### config.mk
export PLATFORM = sky130hd
export DESIGN_NAME = spi_mem_ctrl
export DESIGN_NICKNAME = d
export VERILOG_FILES = /design/src/rtl/spi_mem_ctrl.sv
export SDC_FILE = /design/constraint.sdc
export NUM_CORES = 1
export LEC_CHECK = 0
export CELL_PAD_IN_SITES_DETAIL_PLACEMENT = 1
export CELL_PAD_IN_SITES_GLOBAL_PLACEMENT = 1
export CORE_MARGIN = 5
export CORE_UTILIZATION = 39
export CTS_BUF_LIST = sky130_fd_sc_hd__clkbuf_8
export CTS_CLUSTER_SIZE = 10
export DETAILED_ROUTE_END_ITERATION = 8
export GPL_TIMING_DRIVEN = 0
export PLACE_DENSITY_LB_ADDON = 0.1
export SLEW_MARGIN = 40
export SYNTH_ARGS = -nofsm -noshare
export SYNTH_HDL_FRONTEND = slang
export SYNTH_SLANG_ARGS = --single-unit
### constraint.sdc
create_clock -name clk -period 2.4 [get_ports clk]
set_clock_uncertainty 0.1 [all_clocks]
set_input_delay 0.24 -clock clk [delete_from_list [all_inputs] [get_ports clk]]
set_output_delay 0.24 -clock clk [all_outputs]
set_load 0.05 [all_outputs]
### src/rtl/spi_mem_ctrl.sv
// SPI mode-0 master for serial SRAM/flash: opcode, MSB-first address, then a burst of data bytes.
// Latency: first sclk rise CLK_DIV clk after start; busy for (8+ADDR_W+8*bytes)*2*CLK_DIV+CLK_DIV+1 clk.
// Backpressure: none; write bytes must be valid in the wdata_ack cycle, rd_valid cannot stall, start ignored while busy.
module spi_mem_ctrl #(
    parameter int         ADDR_W    = 16,
    parameter int         CLK_DIV   = 2,
    parameter int         BURST_W   = 3,
    parameter logic [7:0] CMD_READ  = 8'h03,
    parameter logic [7:0] CMD_WRITE = 8'h02
) (
    input  logic               clk,
    input  logic               rst,
    input  logic               start,
    input  logic               write,
    input  logic [ADDR_W-1:0]  address,
    input  logic [BURST_W-1:0] burst_len,
    input  logic [7:0]         wdata,
    output logic               wdata_ack,
    output logic [7:0]         rdata,
    output logic               rd_valid,
    output logic               busy,
    output logic               done,
    output logic               sclk,
    output logic               cs_n,
    output logic               mosi,
    input  logic               miso
);

    // cnt has to reach CLK_DIV during the deselect gap, one more than a half period needs
    localparam int CNT_W = $clog2(CLK_DIV + 1);
    localparam int BIT_W = $clog2(ADDR_W);

    localparam logic [CNT_W-1:0] HALF_LAST = CNT_W'(CLK_DIV - 1);
    localparam logic [CNT_W-1:0] HALF_PRE  = CNT_W'(CLK_DIV - 2);
    localparam logic [CNT_W-1:0] GAP_LAST  = CNT_W'(CLK_DIV);
    localparam logic [BIT_W-1:0] BYTE_TOP  = BIT_W'(7);
    localparam logic [BIT_W-1:0] ADDR_TOP  = BIT_W'(ADDR_W - 1);

    typedef enum logic [2:0] {
        S_IDLE,
        S_CMD,
        S_ADDR,
        S_DATA,
        S_GAP
    } state_t;

    state_t             state;
    logic [CNT_W-1:0]   cnt;          // clk cycles within the current sclk half period / gap
    logic [BIT_W-1:0]   bit_idx;      // bits left in the current segment after this one
    logic [BURST_W-1:0] byte_cnt;     // data bytes left after the current one
    logic [ADDR_W-1:0]  addr_lat;
    logic [ADDR_W-1:0]  tx_sr;        // outgoing bits, next bit to send sits at the top
    logic [7:0]         rx_sr;
    logic               wr_mode;
    logic               rx_byte_done; // 8th data bit captured on the previous edge

    logic [7:0] opcode;
    logic       half_end;
    logic       seg_last;
    logic       next_is_data_byte;
    logic       last_cycle_next;

    assign opcode   = write ? CMD_WRITE : CMD_READ;
    assign half_end = (cnt == HALF_LAST);
    assign seg_last = (bit_idx == '0);

    // The bit now on the wire is the last before a fresh data byte starts
    assign next_is_data_byte = seg_last &&
                               ((state == S_ADDR) || ((state == S_DATA) && (byte_cnt != '0)));

    // The coming cycle is the final cycle of the current bit (sclk high, about to fall).
    // wdata_ack is raised for that cycle so the byte is latched on the edge that starts it.
    assign last_cycle_next = (CLK_DIV == 1) ? !sclk : (sclk && (cnt == HALF_PRE));

    // Transaction sequencer: owns every output and all shift state
    always_ff @(posedge clk or posedge rst) begin
        if (rst) begin
            state        <= S_IDLE;
            cnt          <= '0;
            bit_idx      <= '0;
            byte_cnt     <= '0;
            addr_lat     <= '0;
            tx_sr        <= '0;
            rx_sr        <= '0;
            wr_mode      <= 1'b0;
            rx_byte_done <= 1'b0;
            wdata_ack    <= 1'b0;
            rdata        <= '0;
            rd_valid     <= 1'b0;
            busy         <= 1'b0;
            done         <= 1'b0;
            sclk         <= 1'b0;
            cs_n         <= 1'b1;
            mosi         <= 1'b0;
        end else begin
            wdata_ack    <= 1'b0;
            rx_byte_done <= 1'b0;
            // a received byte is published one clk after its last sclk rise
            rd_valid     <= rx_byte_done;
            if (rx_byte_done) begin
                rdata <= rx_sr;
            end

            case (state)
                S_IDLE: begin
                    if (start) begin
                        wr_mode  <= write;
                        addr_lat <= address;
                        byte_cnt <= burst_len;
                        tx_sr    <= ADDR_W'(opcode) << (ADDR_W - 8);
                        mosi     <= opcode[7];
                        cs_n     <= 1'b0;
                        sclk     <= 1'b0;
                        busy     <= 1'b1;
                        cnt      <= '0;
                        bit_idx  <= BYTE_TOP;
                        state    <= S_CMD;
                    end
                end

                S_CMD, S_ADDR, S_DATA: begin
                    if (wr_mode && last_cycle_next && next_is_data_byte) begin
                        wdata_ack <= 1'b1;
                    end
                    if (!half_end) begin
                        cnt <= cnt + 1'b1;
                    end else begin
                        cnt  <= '0;
                        sclk <= !sclk;
                        if (!sclk) begin
                            // rising sclk: the memory's bit is stable, capture it
                            if ((state == S_DATA) && !wr_mode) begin
                                rx_sr <= {rx_sr[6:0], miso};
                                if (seg_last) begin
                                    rx_byte_done <= 1'b1;
                                end
                            end
                        end else if (!seg_last) begin
                            // falling sclk inside a segment: present the next bit
                            bit_idx <= bit_idx - 1'b1;
                            tx_sr   <= tx_sr << 1;
                            mosi    <= tx_sr[ADDR_W-2];
                        end else if (state == S_CMD) begin
                            state   <= S_ADDR;
                            bit_idx <= ADDR_TOP;
                            tx_sr   <= addr_lat;
                            mosi    <= addr_lat[ADDR_W-1];
                        end else if ((state == S_ADDR) || (byte_cnt != '0)) begin
                            // next data byte; the memory auto-increments its address
                            if (state == S_DATA) begin
                                byte_cnt <= byte_cnt - 1'b1;
                            end
                            state   <= S_DATA;
                            bit_idx <= BYTE_TOP;
                            tx_sr   <= wr_mode ? (ADDR_W'(wdata) << (ADDR_W - 8)) : '0;
                            mosi    <= wr_mode & wdata[7];
                        end else begin
                            state <= S_GAP;
                            cs_n  <= 1'b1;
                            mosi  <= 1'b0;
                        end
                    end
                end

                S_GAP: begin
                    // deselect window: CLK_DIV cycles, then the done cycle
                    cnt <= cnt + 1'b1;
                    if (cnt == HALF_LAST) begin
                        done <= 1'b1;
                    end
                    if (cnt == GAP_LAST) begin
                        cnt   <= '0;
                        done  <= 1'b0;
                        busy  <= 1'b0;
                        state <= S_IDLE;
                    end
                end

                default: begin
                    state <= S_IDLE;
                end
            endcase
        end
    end

endmodule

==> results of run 1 <==
[where the power goes]
part	total, uW	switching [uW]	internal [uW]
Combinational	1380	716	659
Sequential	1810	271	1540
Clock	1180	462	719
Total	4370	1450	2920
[through the flow]
step | hold WS (ns) | util [%] | total power [uW]
6_report | 0.120 | 51.1 | 4370
5_1_grt | 0.119 | 51.1 | 4660
4_1_cts | 0.118 | 51.1 | 4430
3_5_place_dp | 0.275 | 47.7 | 3210
3_3_place_gp | 0.263 | 47.3 | 3150
2_1_floorplan | 0.252 | - | 2770
[per-layer routing]
metal / global-route usage [%] / routed length (um)
met1: 23.3 / 3770
met2: 27.0 / 3740
met3: 4.64 / 342
met4: 5.85 / 110
met5: 0 / 0
[sequential cells by signal, summed over array words and instances, names as in the netlist, 2 cells and up]
register,flops
cnt,2
tx_sr,15
addr_lat,16
bit_idx,4
rx_sr,8
byte_cnt,3
rdata,8
state,3
[critical path: stages, from the launching register on]
cell and delay (ns):
dfrtp_1 0.42, inv_1 0.14, ha_1 0.29, o211ai_1 0.15
a21o_1 0.21, buf_6 0.14, a21oi_4 0.21, buf_12 0.15
mux2_2 0.32
[final timing paths]
kind                            slack, ns                    end                   start
worst max-delay path                 0.12  tx_sr[13]$_DFFE_PP0P_      cnt[1]$_DFFE_PP0P_
worst max register to register       0.12  tx_sr[13]$_DFFE_PP0P_      cnt[1]$_DFFE_PP0P_
worst min-delay path                 0.12  tx_sr[10]$_DFFE_PP0P_                     rst
max in group asynchronous            1.57   rdata[7]$_DFFE_PP0P_                     rst
worst min register to register       0.30     rd_valid$_DFF_PP0_  rx_byte_done$_DFF_PP0_
min in group clk                     0.30     rd_valid$_DFF_PP0_  rx_byte_done$_DFF_PP0_
[logic make-up after synthesis]
logic type / Yosys count / share of synthesized area [%]
buffers and inverters: 26 / 4.04
AO/OA/AOI/OAI: 75 / 14.8
multiplexers: 47 / 16.5
AND/OR/NAND/NOR: 56 / 10.3
flip-flops: 68 / 51.4
adder cells (fa/ha/maj): 8 / 3.02
[timing repair]
action / CTS / global route
resized for setup: 1 / 2
setup endpoints to repair: 2 / 2
buffers inserted: 2 / 0
[cells in the mapped netlist (2+ instances only)]
master / n / area [sq um]
a211oi_1: 3 / 22.5
a21o_1: 2 / 15.0
a21oi_1: 26 / 130
a22o_1: 7 / 61.3
a311oi_1: 2 / 17.5
a31oi_1: 6 / 37.5
and2_1: 2 / 12.5
and3_1: 3 / 18.8
buf_1: 2 / 7.51
buf_2: 4 / 20.0
buf_4: 2 / 15.0
clkbuf_1: 6 / 22.5
dfrtp_1: 67 / 1680
ha_1: 8 / 100
inv_1: 10 / 37.5
mux2_2: 40 / 450
mux2_4: 5 / 75.1
mux2i_1: 2 / 20.0
nand2_1: 12 / 45.0
nand2b_1: 3 / 18.8
nand3_1: 9 / 45.0
nor2_1: 5 / 18.8
nor2b_1: 2 / 12.5
nor3_1: 2 / 10.0
nor3b_1: 2 / 15.0
nor4_1: 2 / 12.5
o21ai_0: 14 / 70.1
o22a_1: 2 / 17.5
or2_2: 2 / 12.5
or3b_1: 2 / 17.5
[area by class of cell]
cell class / count / area (sq um)
clock inverters: 6 / 111
flip-flops and latches: 68 / 1700
fillers: 896 / 4040
multi-input cells: 186 / 1490
well taps: 105 / 131
plain buffers: 16 / 97.6
clock buffers: 10 / 138
inverters: 10 / 42.5
repair buffers: 49 / 508
==> summary.md, run 1 <==
| Metric | Value |
|---|---|
| Number of I/O pins | `47` |
| Via density | `5.37` |
| Post-layout instance area | `0.00422 sq mm` |
| Headroom to the max-slew limit | `52.3%` |
| Die ar. | `about 0.010 sq mm` |
| Number of synthesized flops with an enable pin | `0` |
| Post-route insts no fill | `450` |
| CTS Buf Count | `9` |
| Mapped Area | `around 0.0033 sq mm` |
| Detailed Route Iter0 Violations | `54` |
| Die H | `between 100 and 150 um` |
| Crit path capture type | `flop` |
| H-tree depth | `3` |
| Via count | `2415` |
| Worst-margin pin slew | `0.712 ns` |
| Outcome | `complete, no violations` |
| Max Cap Viol | `0` |
| Worst ir drop on vdd | `0.409 mV` |
| Syn Area/Cell | `approximately 12 sq um` |
| First-pass GRT wire length | `14.0 mm` |
| Largest net degree at the start of global routing | `42` |
| Setup Slack @ Placement | `-0.164 ns` |
| Antenna Nets Post-Route | `0` |
| Final HPWL DP | `around 5.5 mm` |
| RSZ-0062 raised after global routing | `false` |
| DP Area | `0.00394 sq mm` |
| Total Wirelength | `7.96 mm` |
| Cts hold-fix bufs | `0` |
| Worst R2R Path Depth | `8` |
| Clock sink count | `68` |
| Gr usage total | `17.3%` |
| Final setup TNS | `0 ns` |
| Root Driver | `clkbuf_8` |
| Initial antenna violation count | `0` |
| Max Freq | `around 0.44 GHz` |
| Core box area | `0.00826 sq mm` |
| Distinct cell type count after synthesis | `56` |
| Setup violators final | `0` |
| Clock tree buffer depth | `2` |
| YS warnings | `0` |
| Share of cells above drive strength 1 | `25.2%` |
| Final hold violation count | `0` |
| Final nets | `380` |
| Initial Util | `40.2%` |
| Commonest non-fill, non-tap cell in the layout | `dfrtp_1` |
| Post-synth ARST share | `100%` |
| Setup crit start kind | `flop` |
| Arrival time worst endpoint | `around 2.4 ns` |
| PD cells | `1040 mW/mm^2` |
| Synthesized Nets | `320` |
| Area grow syn2layout | `27.3%` |
| Crit path kind | `flop to flop` |
| Placed cells | `432` |
| Worst setup margin | `between 0.1 and 0.15 ns` |
| Routed len/inst | `17.7 um` |
| Reg clk slew, reported paths | `around 0.08 ns` |
| Max Slew Vio Count | `0` |
| WP data required | `2.52 ns` |
| Worst skew pair latency | `0.34 ns` |
| Synth Instances | `280` |
| Post-synthesis sequential area ratio | `51.4%` |
| Total congestion overflow | `0` |
| Hold WC Path Type | `input port to asynchronous set/reset pin` |
| Die width | `102 um` |
| Final Cycle Share | `a little over nine tenths` |
| CP Max Fanout | `8` |
| Synthesis-stage register bit count | `68` |
| # rows | `33` |
| Vias in the first global route | `roughly 2800` |
| Most used DFF post-synth | `dfrtp_1` |
| DRT Pass-1 Iters | `4` |
| Leakage | `0.00180 uW` |
| CTS tree | `yes` |
| Drc violations | `0` |
| RePlAce Congestion | `0.724` |
| Quantity of I/O buffers inserted on ports | `46` |
| Post-layout min period | `2.28 ns` |
| Antenna cells | `0` |
| Most frequent cells in the layout | `dfrtp_1, clkdlybuf4s50_1, mux2_2` |
Note: power is estimated with default switching activity, not from simulation.
==> run 2: changes to the inputs <==
Clock period 2.4 ns to 1.9 ns, I/O delays scaled along.
==> summary.md, run 2 (same netlist as run 1, synthesis figures left out) <==
| Metric | Value |
|---|---|
| Outcome | `complete, but fails checks` |
| Failing checks | `setup timing` |
| Clock power share | `20.4%` |
| Core box area | `0.00826 sq mm` |
| Die ar. | `roughly 0.010 sq mm` |
| Worst skew pair latency | `0.36 ns` |
| Worst-margin pin slew | `around 0.58 ns` |
| Cts hold-fix bufs | `0` |
| Worst setup margin | `-0.183 ns` |
| Area grow syn2layout | `50.5%` |
| Gr usage total | `20.0%` |
| Setup crit start kind | `flop` |
| Largest register FFs | `16` |
| Crit path capture type | `flop` |
| Total Wirelength | `10.7 mm` |
| Drc violations | `0` |
| Commonest non-fill, non-tap cell in the layout | `dfrtp_1` |
| Combinational share of power | `41.2%` |
| RePlAce Congestion | `between 0.7 and 0.8` |
| Worst R2R Path Depth | `7` |
| Worst path max stage delay | `0.44 ns` |
| Placed cells | `434` |
| RSZ-0062 raised after global routing | `true` |
| Fill count | `834` |
| Final hold violation count | `0` |
| Met1 Track Usage GR | `25.8%` |
| Top reg by flops | `addr_lat` |
| Number of I/O pins | `47` |
| Leakage | `0.00214 uW` |
| Arrival time worst endpoint | `2.28 ns` |
| Worst ir drop on vdd | `about 0.52 mV` |
| Share of cells above drive strength 1 | `43.6%` |
| DRT Pass-1 Iters | `4` |
| Largest net degree at the start of global routing | `25` |
| Max Cap Viol | `0` |
| Final HPWL DP | `just under 6 mm` |
| Antenna Nets Post-Route | `0` |
| Crit path cell chain | `inv_1 -> ha_2 -> or3b_4 -> clkbuf_16 -> or3_4 -> a21oi_4 -> o22a_1` |
| Clock tree buffer depth | `2` |
| Setup violators final | `35` |
| Clock sink count | `68` |
| Die H | `a little over 100 um` |
| GRT met3 Usage | `4.98%` |
| Max Freq | `0.480 GHz` |
| Setup Slack @ Placement | `-0.635 ns` |
| Met2 usage | `32.6%` |
| Register area | `0.00171 sq mm` |
| Antenna cells | `0` |
| Quantity of I/O buffers inserted on ports | `46` |
| Final Cycle Share | `110%` |
| Via count | `2711` |
| Most frequent cells in the layout | `dfrtp_1, clkdlybuf4s50_1, buf_4` |
| Slowest CP cell | `or3b_4` |
| PD cells | `1240 mW/mm^2` |
| Post-layout min period | `~2.1 ns` |
| Root Driver | `clkbuf_8` |
| Routed len/inst | `about 22 um` |
| Initial Util | `~40%` |
| Area of the multi-input gates | `0.00182 sq mm` |
| Final nets | `418` |
| CP Max Fanout | `5` |
| Max Slew Vio Count | `0` |
| Top flop regs | `addr_lat (16), tx_sr (15)` |
| Detailed Route Iter0 Violations | `81` |
| P_sw | `~2300 uW` |
| H-tree depth | `3` |
| Net Sw Frac | `37.1%` |
| Crit path kind | `flop to flop` |
| Initial antenna violation count | `0` |
| Reg power frac | `38.4%` |
| Headroom to the max-slew limit | `61.4%` |
| Die width | `about 100 um` |
| Post-route insts no fill | `488` |
| WP data required | `between 2 and 2.5 ns` |
| Reg clk slew, reported paths | `approximately 0.080 ns` |
| Vias in the first global route | `2962` |
| # rows | `33` |
| Via density | `5.56` |
| Final Power | `6200 uW` |
| Total congestion overflow | `0` |
| Busiest layer in global routing | `met2` |
| Internal Power | `slightly below 4000 uW` |
| CTS Buf Count | `9` |
| Hold WC Path Type | `input port to asynchronous set/reset pin` |
| First-pass GRT wire length | `15.8 mm` |
| CTS tree | `yes` |
## run 2: changes by cell type in the layout (fill, tap and decap cells not counted), sizes merged
cell / before / now
clkdlybuf4s50: 46 / 42
dlygate4sd2: 0 / 3
clkbuf: 16 / 18
clkinvlp: 1 / 2
buf: 13 / 50
bufinv: 3 / 1
dlymetal6s2s: 0 / 1
## run 2: final timing paths
kind	start	to	slack, ns
max	bit_idx[0]$_DFFE_PP0P_	byte_cnt[0]$_DFFE_PP0P_	-0.18
min	rst	tx_sr[10]$_DFFE_PP0P_	0.09
max reg2reg	bit_idx[0]$_DFFE_PP0P_	byte_cnt[0]$_DFFE_PP0P_	-0.18
min reg2reg	rx_byte_done$_DFF_PP0_	rd_valid$_DFF_PP0_	0.29
max in group asynchronous	rst	sclk$_DFFE_PP0P_	0.98
min in group clk	rx_byte_done$_DFF_PP0_	rd_valid$_DFF_PP0_	0.29
## run 2: layout make-up
class | count | area share (%)
inverter | 10 | 0.828
tap | 105 | 2.63
sequential | 68 | 34.2
clock inverter | 5 | 1.03
clock buffer | 11 | 3.03
buffer | 13 | 2.61
multi-input combinational | 186 | 36.4
timing repair buffer | 90 | 19.2
## run 2: power groups by stage
stage          clock network (uW)  logic, uW  registers [uW]
6_report                     1260       2560            2380
5_1_grt                      1350       2720            2450
4_1_cts                      1270       2180            2330
3_5_place_dp                    0       1760            2330
3_3_place_gp                    0       1680            2310
2_1_floorplan                   0       1150            2370
## run 2: metal layers
metal	up-vias	routed length, um
li1	1225	-
met1	1400	4790
met2	68	5300
met3	18	415
met4	0	193
met5	-	0
## run 2: timing repair
| action | 4_1_cts | 5_1_grt |
|---|---|---|
| resized for setup | 63 | 39 |
| endpoints found under the setup margin | 54 | 52 |
| pin swaps | 13 | 17 |
| buffers inserted | 22 | 15 |
| cloned | 4 | 1 |
## run 2: critical path: cells and delay by family (launching register included)
family	cells	cell delay [ns]
compound gates	2	0.28
simple gates	2	0.79
buf+inv	2	0.26
fa+ha+maj	1	0.17
flops	1	0.41
## run 2: through the flow
step / TNS (ns) / hold WS (ns) / instance area, sq um / utilization [%]
2_1_floorplan: -0.557 / 0.242 / 3340 / -
3_3_place_gp: -17.27 / 0.263 / 3940 / 47.7
3_5_place_dp: -14.84 / 0.264 / 4010 / 48.6
4_1_cts: -2.28 / 0.0980 / 4710 / 57.1
5_1_grt: -4.43 / 0.102 / 4990 / 60.4
6_report: -2.91 / 0.0861 / 4990 / 60.4
==> run 3: changes to the inputs <==
Settings changed: HOLD_SLACK_MARGIN from default to 0.02.
==> results of run 3 <==
No change in the layout: final DEF, timing and power equal those of run 2.
